<file path="config.mk">
export PLATFORM = sky130hd
export DESIGN_NAME = pipeline_alu_fwd
export DESIGN_NICKNAME = d
export VERILOG_FILES = /design/src/rtl/pipeline_alu_fwd.sv
export SDC_FILE = /design/constraint.sdc
export NUM_CORES = 2
export LEC_CHECK = 0
export ABC_AREA = 0
export BUFFER_PORTS_ARGS = -buffer_cell sky130_fd_sc_hd__buf_2
export CORE_ASPECT_RATIO = 0.7
export CORE_MARGIN = 3
export CORE_UTILIZATION = 59
export CTS_BUF_LIST = sky130_fd_sc_hd__clkbuf_4
export DETAILED_ROUTE_END_ITERATION = 6
export PLACE_DENSITY = 0.78
export SETUP_SLACK_MARGIN = 0.5
export SYNTH_ARGS = -nofsm -noshare
export SYNTH_HDL_FRONTEND = slang
export SYNTH_MEMORY_MAX_BITS = 65536
export SYNTH_SLANG_ARGS = --single-unit
</file>
<file path="constraint.sdc">
create_clock -name clk -period 6.26 [get_ports clk]
set_input_delay 0.939 -clock clk [delete_from_list [all_inputs] [get_ports clk]]
set_output_delay 0.939 -clock clk [all_outputs]
set_load 0.05 [all_outputs]
</file>
<file path="src/rtl/pipeline_alu_fwd.sv">
// -----------------------------------------------------------------------------
// pipeline_alu_fwd
//
// Purpose
//   Three-stage pipelined register-register ALU with full operand forwarding.
//   Stage S1 reads operands, S2 executes, S3 writes back. The S3 result goes
//   to the register bank, optionally to a small data memory, and to zout.
//   Forwarding removes every read-after-write hazard, so the pipe never
//   stalls. It accepts one instruction per cycle, and each result is
//   visible two edges after issue.
//
// Parameters
//   DW   data width of register bank, memory and ALU
//   RAW  register address width (register bank depth 2**RAW)
//   MAW  memory address width (memory depth 2**MAW)
//
// Ports
//   clk         single clock, all state updates on the rising edge
//   rst         synchronous reset, active-high
//   in_valid    an instruction is presented this cycle
//   rs1, rs2    source register addresses (operands A and B)
//   rd          destination register address
//   func        4-bit operation code
//   addr        memory write address for this instruction
//   wb_mem      1 = also write the result to mem[addr]
//   zout        result of the instruction retiring in S3
//   zout_valid  zout holds a retired instruction (0 for bubbles)
//   err         the retired instruction had an illegal func
//   mem_raddr   debug read address
//   mem_rdata   mem[mem_raddr], combinational
//
// Handshake
//   There is no back-pressure: when in_valid is high, the instruction is
//   consumed on the next rising edge. zout/zout_valid/err are qualified only
//   by zout_valid and are held for exactly one cycle per retired instruction.
// -----------------------------------------------------------------------------
module pipeline_alu_fwd #(
    parameter int DW  = 16,
    parameter int RAW = 4,
    parameter int MAW = 8
) (
    input  logic           clk,
    input  logic           rst,
    input  logic           in_valid,
    input  logic [RAW-1:0] rs1,
    input  logic [RAW-1:0] rs2,
    input  logic [RAW-1:0] rd,
    input  logic [3:0]     func,
    input  logic [MAW-1:0] addr,
    input  logic           wb_mem,
    output logic [DW-1:0]  zout,
    output logic           zout_valid,
    output logic           err,
    input  logic [MAW-1:0] mem_raddr,
    output logic [DW-1:0]  mem_rdata
);

    localparam int RB_DEPTH  = 2 ** RAW;
    localparam int MEM_DEPTH = 2 ** MAW;

    // Operation codes
    localparam logic [3:0] FN_ADD   = 4'd0;
    localparam logic [3:0] FN_SUB   = 4'd1;
    localparam logic [3:0] FN_MUL   = 4'd2;
    localparam logic [3:0] FN_PASSA = 4'd3;
    localparam logic [3:0] FN_PASSB = 4'd4;
    localparam logic [3:0] FN_AND   = 4'd5;
    localparam logic [3:0] FN_OR    = 4'd6;
    localparam logic [3:0] FN_XOR   = 4'd7;
    localparam logic [3:0] FN_NEGA  = 4'd8;
    localparam logic [3:0] FN_NEGB  = 4'd9;
    localparam logic [3:0] FN_SHR1  = 4'd10;
    localparam logic [3:0] FN_SHL1  = 4'd11;
    localparam logic [3:0] FN_SHRB  = 4'd12;
    localparam logic [3:0] FN_SHLB  = 4'd13;

    // -------------------------------------------------------------------------
    // Storage
    // -------------------------------------------------------------------------
    logic [DW-1:0] r_regbank [RB_DEPTH];
    logic [DW-1:0] r_mem     [MEM_DEPTH];

    // S1 registers: operands and control of the instruction now executing.
    logic           r_s1_valid;
    logic [DW-1:0]  r_s1_a;
    logic [DW-1:0]  r_s1_b;
    logic [RAW-1:0] r_s1_rd;
    logic [3:0]     r_s1_func;
    logic [MAW-1:0] r_s1_addr;
    logic           r_s1_wb_mem;

    // S2 registers: latched ALU result of the instruction now retiring.
    logic           r_s2_valid;
    logic           r_s2_err;
    logic [DW-1:0]  r_s2_result;
    logic [RAW-1:0] r_s2_rd;
    logic [MAW-1:0] r_s2_addr;
    logic           r_s2_wb_mem;

    // S3 output registers.
    logic [DW-1:0]  r_zout;
    logic           r_zout_valid;
    logic           r_err;

    // Combinational signals
    logic [DW-1:0]  w_alu_result;
    logic           w_alu_illegal;
    logic [DW-1:0]  w_op_a;
    logic [DW-1:0]  w_op_b;
    logic           w_fwd_exec_ok;
    logic           w_fwd_retire_ok;
    logic           w_retire_write;

    // -------------------------------------------------------------------------
    // Execute: ALU on the S1 operand registers
    // -------------------------------------------------------------------------
    always_comb begin
        w_alu_result  = '0;
        w_alu_illegal = 1'b0;
        unique case (r_s1_func)
            FN_ADD:   w_alu_result = r_s1_a + r_s1_b;
            FN_SUB:   w_alu_result = r_s1_a - r_s1_b;
            FN_MUL:   w_alu_result = r_s1_a * r_s1_b;
            FN_PASSA: w_alu_result = r_s1_a;
            FN_PASSB: w_alu_result = r_s1_b;
            FN_AND:   w_alu_result = r_s1_a & r_s1_b;
            FN_OR:    w_alu_result = r_s1_a | r_s1_b;
            FN_XOR:   w_alu_result = r_s1_a ^ r_s1_b;
            FN_NEGA:  w_alu_result = {DW{1'b0}} - r_s1_a;
            FN_NEGB:  w_alu_result = {DW{1'b0}} - r_s1_b;
            FN_SHR1:  w_alu_result = r_s1_a >> 1;
            FN_SHL1:  w_alu_result = r_s1_a << 1;
            FN_SHRB:  w_alu_result = r_s1_a >> r_s1_b[3:0];
            FN_SHLB:  w_alu_result = r_s1_a << r_s1_b[3:0];
            default: begin
                // Illegal codes retire with a zero result and the err flag.
                w_alu_result  = '0;
                w_alu_illegal = 1'b1;
            end
        endcase
    end

    // -------------------------------------------------------------------------
    // Operand read with forwarding
    //
    // Two older instructions can still be in flight when a new one is read:
    //   - the one in the S1 registers (its result exists only as w_alu_result),
    //   - the one in the S2 registers (it writes the register bank at this same
    //     edge, so the bank still holds the stale value during the read).
    // The younger of the two wins. Illegal instructions and bubbles never write,
    // so they are never forwarding sources.
    // -------------------------------------------------------------------------
    assign w_fwd_exec_ok   = r_s1_valid && !w_alu_illegal;
    assign w_fwd_retire_ok = r_s2_valid && !r_s2_err;

    always_comb begin
        w_op_a = r_regbank[rs1];
        if (w_fwd_retire_ok && (r_s2_rd == rs1)) begin
            w_op_a = r_s2_result;
        end
        if (w_fwd_exec_ok && (r_s1_rd == rs1)) begin
            w_op_a = w_alu_result;
        end
    end

    always_comb begin
        w_op_b = r_regbank[rs2];
        if (w_fwd_retire_ok && (r_s2_rd == rs2)) begin
            w_op_b = r_s2_result;
        end
        if (w_fwd_exec_ok && (r_s1_rd == rs2)) begin
            w_op_b = w_alu_result;
        end
    end

    // -------------------------------------------------------------------------
    // S1: operand/control latch
    // -------------------------------------------------------------------------
    always_ff @(posedge clk) begin
        if (rst) begin
            r_s1_valid  <= 1'b0;
            r_s1_a      <= '0;
            r_s1_b      <= '0;
            r_s1_rd     <= '0;
            r_s1_func   <= '0;
            r_s1_addr   <= '0;
            r_s1_wb_mem <= 1'b0;
        end else begin
            r_s1_valid  <= in_valid;
            r_s1_a      <= w_op_a;
            r_s1_b      <= w_op_b;
            r_s1_rd     <= rd;
            r_s1_func   <= func;
            r_s1_addr   <= addr;
            r_s1_wb_mem <= wb_mem;
        end
    end

    // -------------------------------------------------------------------------
    // S2: result latch
    // -------------------------------------------------------------------------
    always_ff @(posedge clk) begin
        if (rst) begin
            r_s2_valid  <= 1'b0;
            r_s2_err    <= 1'b0;
            r_s2_result <= '0;
            r_s2_rd     <= '0;
            r_s2_addr   <= '0;
            r_s2_wb_mem <= 1'b0;
        end else begin
            r_s2_valid  <= r_s1_valid;
            r_s2_err    <= r_s1_valid && w_alu_illegal;
            r_s2_result <= w_alu_result;
            r_s2_rd     <= r_s1_rd;
            r_s2_addr   <= r_s1_addr;
            r_s2_wb_mem <= r_s1_wb_mem;
        end
    end

    // -------------------------------------------------------------------------
    // S3: writeback
    // -------------------------------------------------------------------------
    // A reset in the same cycle drops the retiring instruction entirely.
    assign w_retire_write = !rst && r_s2_valid && !r_s2_err;

    always_ff @(posedge clk) begin
        if (rst) begin
            // Register k resets to the value k.
            for (int k = 0; k < RB_DEPTH; k++) begin
                r_regbank[k] <= DW'(k);
            end
        end else if (w_retire_write) begin
            r_regbank[r_s2_rd] <= r_s2_result;
        end
    end

    // Data memory keeps its contents through reset.
    always_ff @(posedge clk) begin
        if (w_retire_write && r_s2_wb_mem) begin
            r_mem[r_s2_addr] <= r_s2_result;
        end
    end

    always_ff @(posedge clk) begin
        if (rst) begin
            r_zout       <= '0;
            r_zout_valid <= 1'b0;
            r_err        <= 1'b0;
        end else begin
            r_zout       <= r_s2_valid ? r_s2_result : '0;
            r_zout_valid <= r_s2_valid;
            r_err        <= r_s2_valid && r_s2_err;
        end
    end

    assign zout       = r_zout;
    assign zout_valid = r_zout_valid;
    assign err        = r_err;
    assign mem_rdata  = r_mem[mem_raddr];

endmodule
</file>
=== Yosys cells after proc, flatten, opt, wreduce, memory -nomap -nowiden ===
Memory sizes are Yosys's and may differ from the RTL's.
Index checks and enable logic that the tools add are counted.

* Output and inout port bits: 34
* Memories kept: 2
* Logic and storage cells: 79
* Memory bits (writable): 4352
* Input bits: 36
* Flip-flop bits (word level): 99

* Eq/ne operators: 17
* Muxes and demuxes: 16
* Reduce and logical (&&, ||, !) cells: 17
* Add/sub/neg operators: 4
* Bitwise operators: 4
* $mul: 1
* Shifts and indexed selects: 2

{| class="wikitable"
|+ Memories
! name !! words !! bits a word !! read ports !! clocked after memory_dff !! wr ports !! line !! source
|-
| r_mem || 256 || 16 || 1 || 0 || 1 || 81 || <nowiki>logic [DW-1:0] r_mem [MEM_DEPTH];</nowiki>
|-
| r_regbank || 16 || 16 || 2 || 0 || 16 || 80 || <nowiki>logic [DW-1:0] r_regbank [RB_DEPTH];</nowiki>
|}

{| class="wikitable"
|+ Operator list
! operator !! number
|-
| 16-bit case mux with 14 select lines || 1
|-
| 16-bit 2-to-1 mux || 5
|-
| 1-bit by 16-bit subtractor with 16-bit output (first input constant) || 2
|-
| 4-bit == test (second input constant) || 6
|-
| 16-bit adder || 1
|-
| 16-bit bitwise AND || 1
|-
| 4-bit by 3-bit == test with 1-bit output (second input constant) || 4
|-
| 4-bit == test || 4
|-
| 16-bit by 16-bit multiplier with 16-bit output || 1
|-
| 16-bit OR || 1
|-
| 16-bit OR reduction || 1
|-
| 16-bit by 4-bit << shifter with 16-bit output || 1
|-
| 16-bit by 4-bit right shift with 16-bit output || 1
|-
| 16-bit subtractor || 1
|-
| 16-bit XOR || 1
|-
| 14-bit OR reduction || 1
|-
| 1-bit logical AND || 11
|-
| 1-bit 2-to-1 mux || 9
|-
| 4-bit by 2-bit == test with 1-bit output (second input constant) || 2
|-
| 4-bit by 1-bit == test with 1-bit output (second input constant) || 1
|-
| 4-bit zero test || 1
|-
| 4-bit 2-to-1 mux || 1
|-
| 1-bit zero test || 2
|-
| 2-bit OR reduction || 1
|-
| 1-bit inverter || 1
|}

=== Logic depth before layout (Yosys ltp) ===
* Depth in word-level cells: 8
* Gate-level depth with buffers: 26

=== Worst setup path before layout ===
Ideal clock, no wire load.

* Path kind: register -> register
* Start: register r_s1_b[2]
* End: register r_s2_result[14]
* Data arrival time: 6.153 ns
* Path slack: -0.008 ns
* Cell stages (with the launch flop): 24
* Data required time: 6.145 ns
* Period minus slack after synthesis: 6.268 ns
* Path buffers: 3
* Cells stage by stage: dfxtp_1 > clkbuf_1 > inv_1 > buf_1 > buf_1 > nor2_1 > fa_1 > inv_1 > fa_1 > inv_1 > fa_1 > fa_1 > inv_1 > fa_1 > fa_1 > inv_1 > ha_1 > nor2_1 > a221oi_1 > o221ai_1 > or4_1 > a211oi_1 > nand4_1 > and2_1

* Longest elaborated chain between the ends: 2

{| class="wikitable"
|+ Ends and longest elaborated chain
! item !! line !! source
|-
| start: declaration || 86 || <nowiki>logic [DW-1:0] r_s1_b;</nowiki>
|-
| start signal: assignment || 191 || <nowiki>r_s1_b <= w_op_b;</nowiki>
|-
| 16-bit by 16-bit multiplier with 16-bit output, or another cell as far along || 123 || <nowiki>FN_MUL: w_alu_result = r_s1_a * r_s1_b;</nowiki>
|-
| 16-bit case mux with 14 select lines (*) || 120 || <nowiki>unique case (r_s1_func)</nowiki>
|-
| end signal: assignment || 213 || <nowiki>r_s2_result <= w_alu_result;</nowiki>
|-
| end: declaration || 95 || <nowiki>logic [DW-1:0] r_s2_result;</nowiki>
|}

Mark *: on every way between the ends. The rest lies on a longest branch, timed or not.
A chain may end at the register's enable or synchronous reset.

=== Worst setup path after layout ===
* Start: input mem_raddr[1]
* End: output mem_rdata[2]

* Longest elaborated chain between the ends: 1

{| class="wikitable"
|+ Ends and longest elaborated chain
! item !! line !! source
|-
| start: declaration || 54 || <nowiki>input logic [MAW-1:0] mem_raddr,</nowiki>
|-
| memory read 256 x 16 bit || - ||
|-
| end: declaration || 55 || <nowiki>output logic [DW-1:0] mem_rdata</nowiki>
|}

No other way between the ends.

==> key figures <==
Floorplanning
  – Starting density of the core: 0.595
  – Row count: 169
  – Die ar.: 313000 µm²
  – # IOs: 70
  – Chip height: 469 µm
  – Core area: 304000 µm²
  – Horiz. Die Dim: 668 µm

Timing
  – Final setup fails: 0
  – Tcrit/Tclk final: 0.945
  – Setup Total Neg Slack: 0 ns
  – Clk_skew: 0.147 ns
  – Max-slew headroom: -0.00146
  – Setup WS post-layout: 0.346 ns
  – Final Hold Fails: 0
  – Fin. max-slew vios: 12
  – FMAX: 169 MHz
  – Tmin final: 5.91 ns
  – Slew @ Worst Pin: 1.50 ns
  – RSZ-0062 raised after global routing: yes

Synthesis
  – Synth Net Count: 8690
  – Sequential-to-total area share from yosys stat: 0.733
  – Yosys top cell by area: edfxtp_1
  – Top cells by area, synth: edfxtp_1, mux4_2, dfxtp_1
  – Number of synthesized register bits: 4451
  – Ys Warns: 0
  – Mapped cell area: 181000 µm²
  – Yosys cell types: 76
  – Yosys top cell area share: 0.722
  – Synth Area per Inst: 21.4 µm²
  – Async SR Flop Fraction: 0
  – Syn Inst Count: 8474
  – Top FF cell, synth: edfxtp_1
  – Post-synth EDFFs: 4352

Place
  – Hpwl dp: 300000 µm
  – PortBufs: 69
  – RePlAce Congestion: 0.982
  – Worst slack at placement: 0.365 ns

Worst hold path
  – WHS Endpoint: r_s1_addr[1]
  – Cell depth of the worst min-delay path: 3
  – Hold Crit Start: addr[1]
  – Hold Path Class: primary input to flip-flop

Route
  – First-pass detailed-route iteration total: 6
  – Antenna Nets Post-Route: 0
  – WL final: 495000 µm
  – Routed via count: 97800
  – Number of remaining DRC errors: 0
  – First DRT Iteration DRCs: 16000
  – Routed len/inst: 34.3 µm
  – Via density: 6.77

GRT
  – Grt met3 use: 0.117
  – Grt ovf: 0
  – M1 GR Usage: 0.485
  – Antenna violations before repair: 37
  – Top Usage Layer GRT: met1
  – M2 GR Usage: 0.437
  – Global-route wire length before repair: 710000 µm
  – Vias in the first global route: 97700
  – GR Util All Layers: 0.319
  – Largest net degree at the start of global routing: 241

Setup path
  – Reg-to-Reg End: r_s2_result[14]
  – CP Data Required Time: 5.32 ns
  – Worst EP arrival: 4.98 ns
  – Worst r2r path cells: 20
  – R2r setup slk: 0.60 ns
  – Crit path max fanout: 29
  – Crit path launch type: primary input
  – CP Class: primary input to output port
  – Critical path endpoint category: output port
  – R2r startpoint: r_s1_a[13]

Cells and area
  – Share of layout cells above drive strength 1: 0.374
  – Final nets: 9903
  – Area grow syn2layout: 12.6%
  – Fill cells: 18700
  – Area of the multi-input gates: 45800 µm²
  – FF+latch area: 133000 µm²

Clock network
  – CTS clk-pin slew, worst paths: 0.07 ns
  – Root Driver: clkbuf_4
  – CTS max path bufs: 4
  – TritonCTS clock tree: done
  – Total CTS buffers: 1036
  – Clock latency on the worst-skew pair: 1.50 ns
  – Clock Sinks: 4451
  – H-Tree Depth: 7

Run
  – MaxCap Viol Count: 0

Status
  – Status: finished with violations
  – Violated checks: slew limit

Power and ir drop
  – Cell Pwr Density: 317 nW/µm²
  – Leak: 68.1 nW
  – IR drop worst, VDD: 0.225 mV
[layer usage]
metal / vias up / part of all wire
met5: - / 0.00023
met1: 50500 / 0.38
met2: 8019 / 0.44
li1: 38300 / -
met3: 909 / 0.16
met4: 18 / 0.029
[how the worst max path moves through the flow]
stage,start,to,depth (start not counted)
floorplan,r_s1_b[2],r_s2_result[14],23
finish,mem_raddr[1],mem_rdata[2],11
global placement,r_s1_a[3],r_s2_result[14],18
CTS,r_s1_a[13],r_s2_result[14],20
detailed placement,r_s1_a[4],r_s1_b[15],20
global route,r_s1_a[9],r_s2_result[14],19
[power breakdown]
group	internal, mW	switching, mW
clock network	12.9	11.3
logic	1.83	3.95
registers	34.1	0.537
total	48.8	15.8
[registers in the layout, summed over array words and instances (netlist names)]
signal	flops
r_mem	4096
r_regbank	256
r_s1_a	16
r_s1_b	16
r_s2_result	16
zout	16
r_s1_addr	8
r_s2_addr	8
r_s1_func	4
r_s1_rd	4
r_s2_rd	4
err	1
r_s1_valid	1
r_s1_wb_mem	1
r_s2_err	1
r_s2_valid	1
r_s2_wb_mem	1
zout_valid	1
[cell usage after synthesis (all sizes together), types with 6 or more instances]
| master | n |
|---|---|
| inv | 154 |
| nor2b | 51 |
| nand2b | 20 |
| a31oi | 13 |
| a21oi | 61 |
| o22ai | 26 |
| edfxtp | 4352 |
| nor4 | 10 |
| fa | 81 |
| or2 | 18 |
| o211ai | 12 |
| a22o | 38 |
| xor2 | 24 |
| nor3 | 37 |
| clkbuf | 320 |
| nand4 | 9 |
| a22oi | 90 |
| xnor2 | 71 |
| o2bb2ai | 10 |
| buf | 201 |
| and3 | 6 |
| o21ai | 55 |
| nand2 | 188 |
| dfxtp | 99 |
| and2 | 251 |
| a21o | 12 |
| o221ai | 20 |
| nor2 | 441 |
| ha | 99 |
| mux4 | 1444 |
| a211oi | 27 |
| nand3 | 25 |
| mux2i | 60 |
| or3 | 35 |
| o21a | 6 |
| clkinv | 7 |
| a221oi | 41 |
[critical path, cell delays in order]
cell	delay, ns
buf_8	0.33
buf_12	0.31
buf_4	0.34
mux4_2	0.41
mux4_2	0.50
a22oi_1	0.48
nand2_2	0.28
a22oi_1	0.40
buf_4	0.18
o221ai_1	0.26
buf_2	0.33
[layout make-up]
cell class,instances,share of cell area
sequential,4451,0.651
multi-input combinational,3341,0.225
clock buffer,1518,0.0559
timing repair buffer,696,0.0293
tap,4018,0.0247
clock inverter,247,0.0108
inverter,161,0.00299
antenna,17,0.000209
[per-stage QoR]
| stage | cells | hold slack, ns | total power, mW | util | area [µm²] |
|---|---|---|---|---|---|
| 2_1_floorplan | 8474 | 0.414 | 38.5 | - | 181000 |
| 3_3_place_gp | 12600 | 0.433 | 40.6 | 0.624 | 190000 |
| 3_5_place_dp | 12600 | 0.435 | 40.8 | 0.624 | 190000 |
| 4_1_cts | 14400 | 0.132 | 64.7 | 0.670 | 204000 |
| 5_1_grt | 14400 | 0.241 | 66.8 | 0.670 | 204000 |
| 6_report | 14400 | 0.286 | 64.5 | 0.670 | 204000 |
[cells in the final DEF, fill, tap and decap left out, types with 63 or more instances in the layout]
cell type  count
clkbuf_4    1518
nor2_1       394
xnor2_1       70
nand2_1      186
buf_4        540
edfxtp_1    4352
fa_1          81
and2_1       250
clkinv_1     145
ha_1          96
buf_2         63
dfxtp_1       70
a22oi_1       81
inv_1        148
mux4_2      1444
[logic make-up after synthesis]
group | after synthesis | synth area share
xor gates and xnor gates | 95 | 0.00464
DFF | 4451 | 0.733
and+or+nand+nor | 1108 | 0.0296
AOI/OAI and AO/OA | 452 | 0.0180
muxes | 1506 | 0.183
buffers and inverters | 682 | 0.0155
adders and majority gates | 180 | 0.0158
[timing repair]
action,in CTS,in global routing
endpoints found under the hold margin,19,0
cloned,0,0
setup buffers,0,4
pin swaps,3,9
hold buffers,23,0
endpoints found under the setup margin,16,24
resized for setup,16,42
Power figures use the tool's default switching activity.
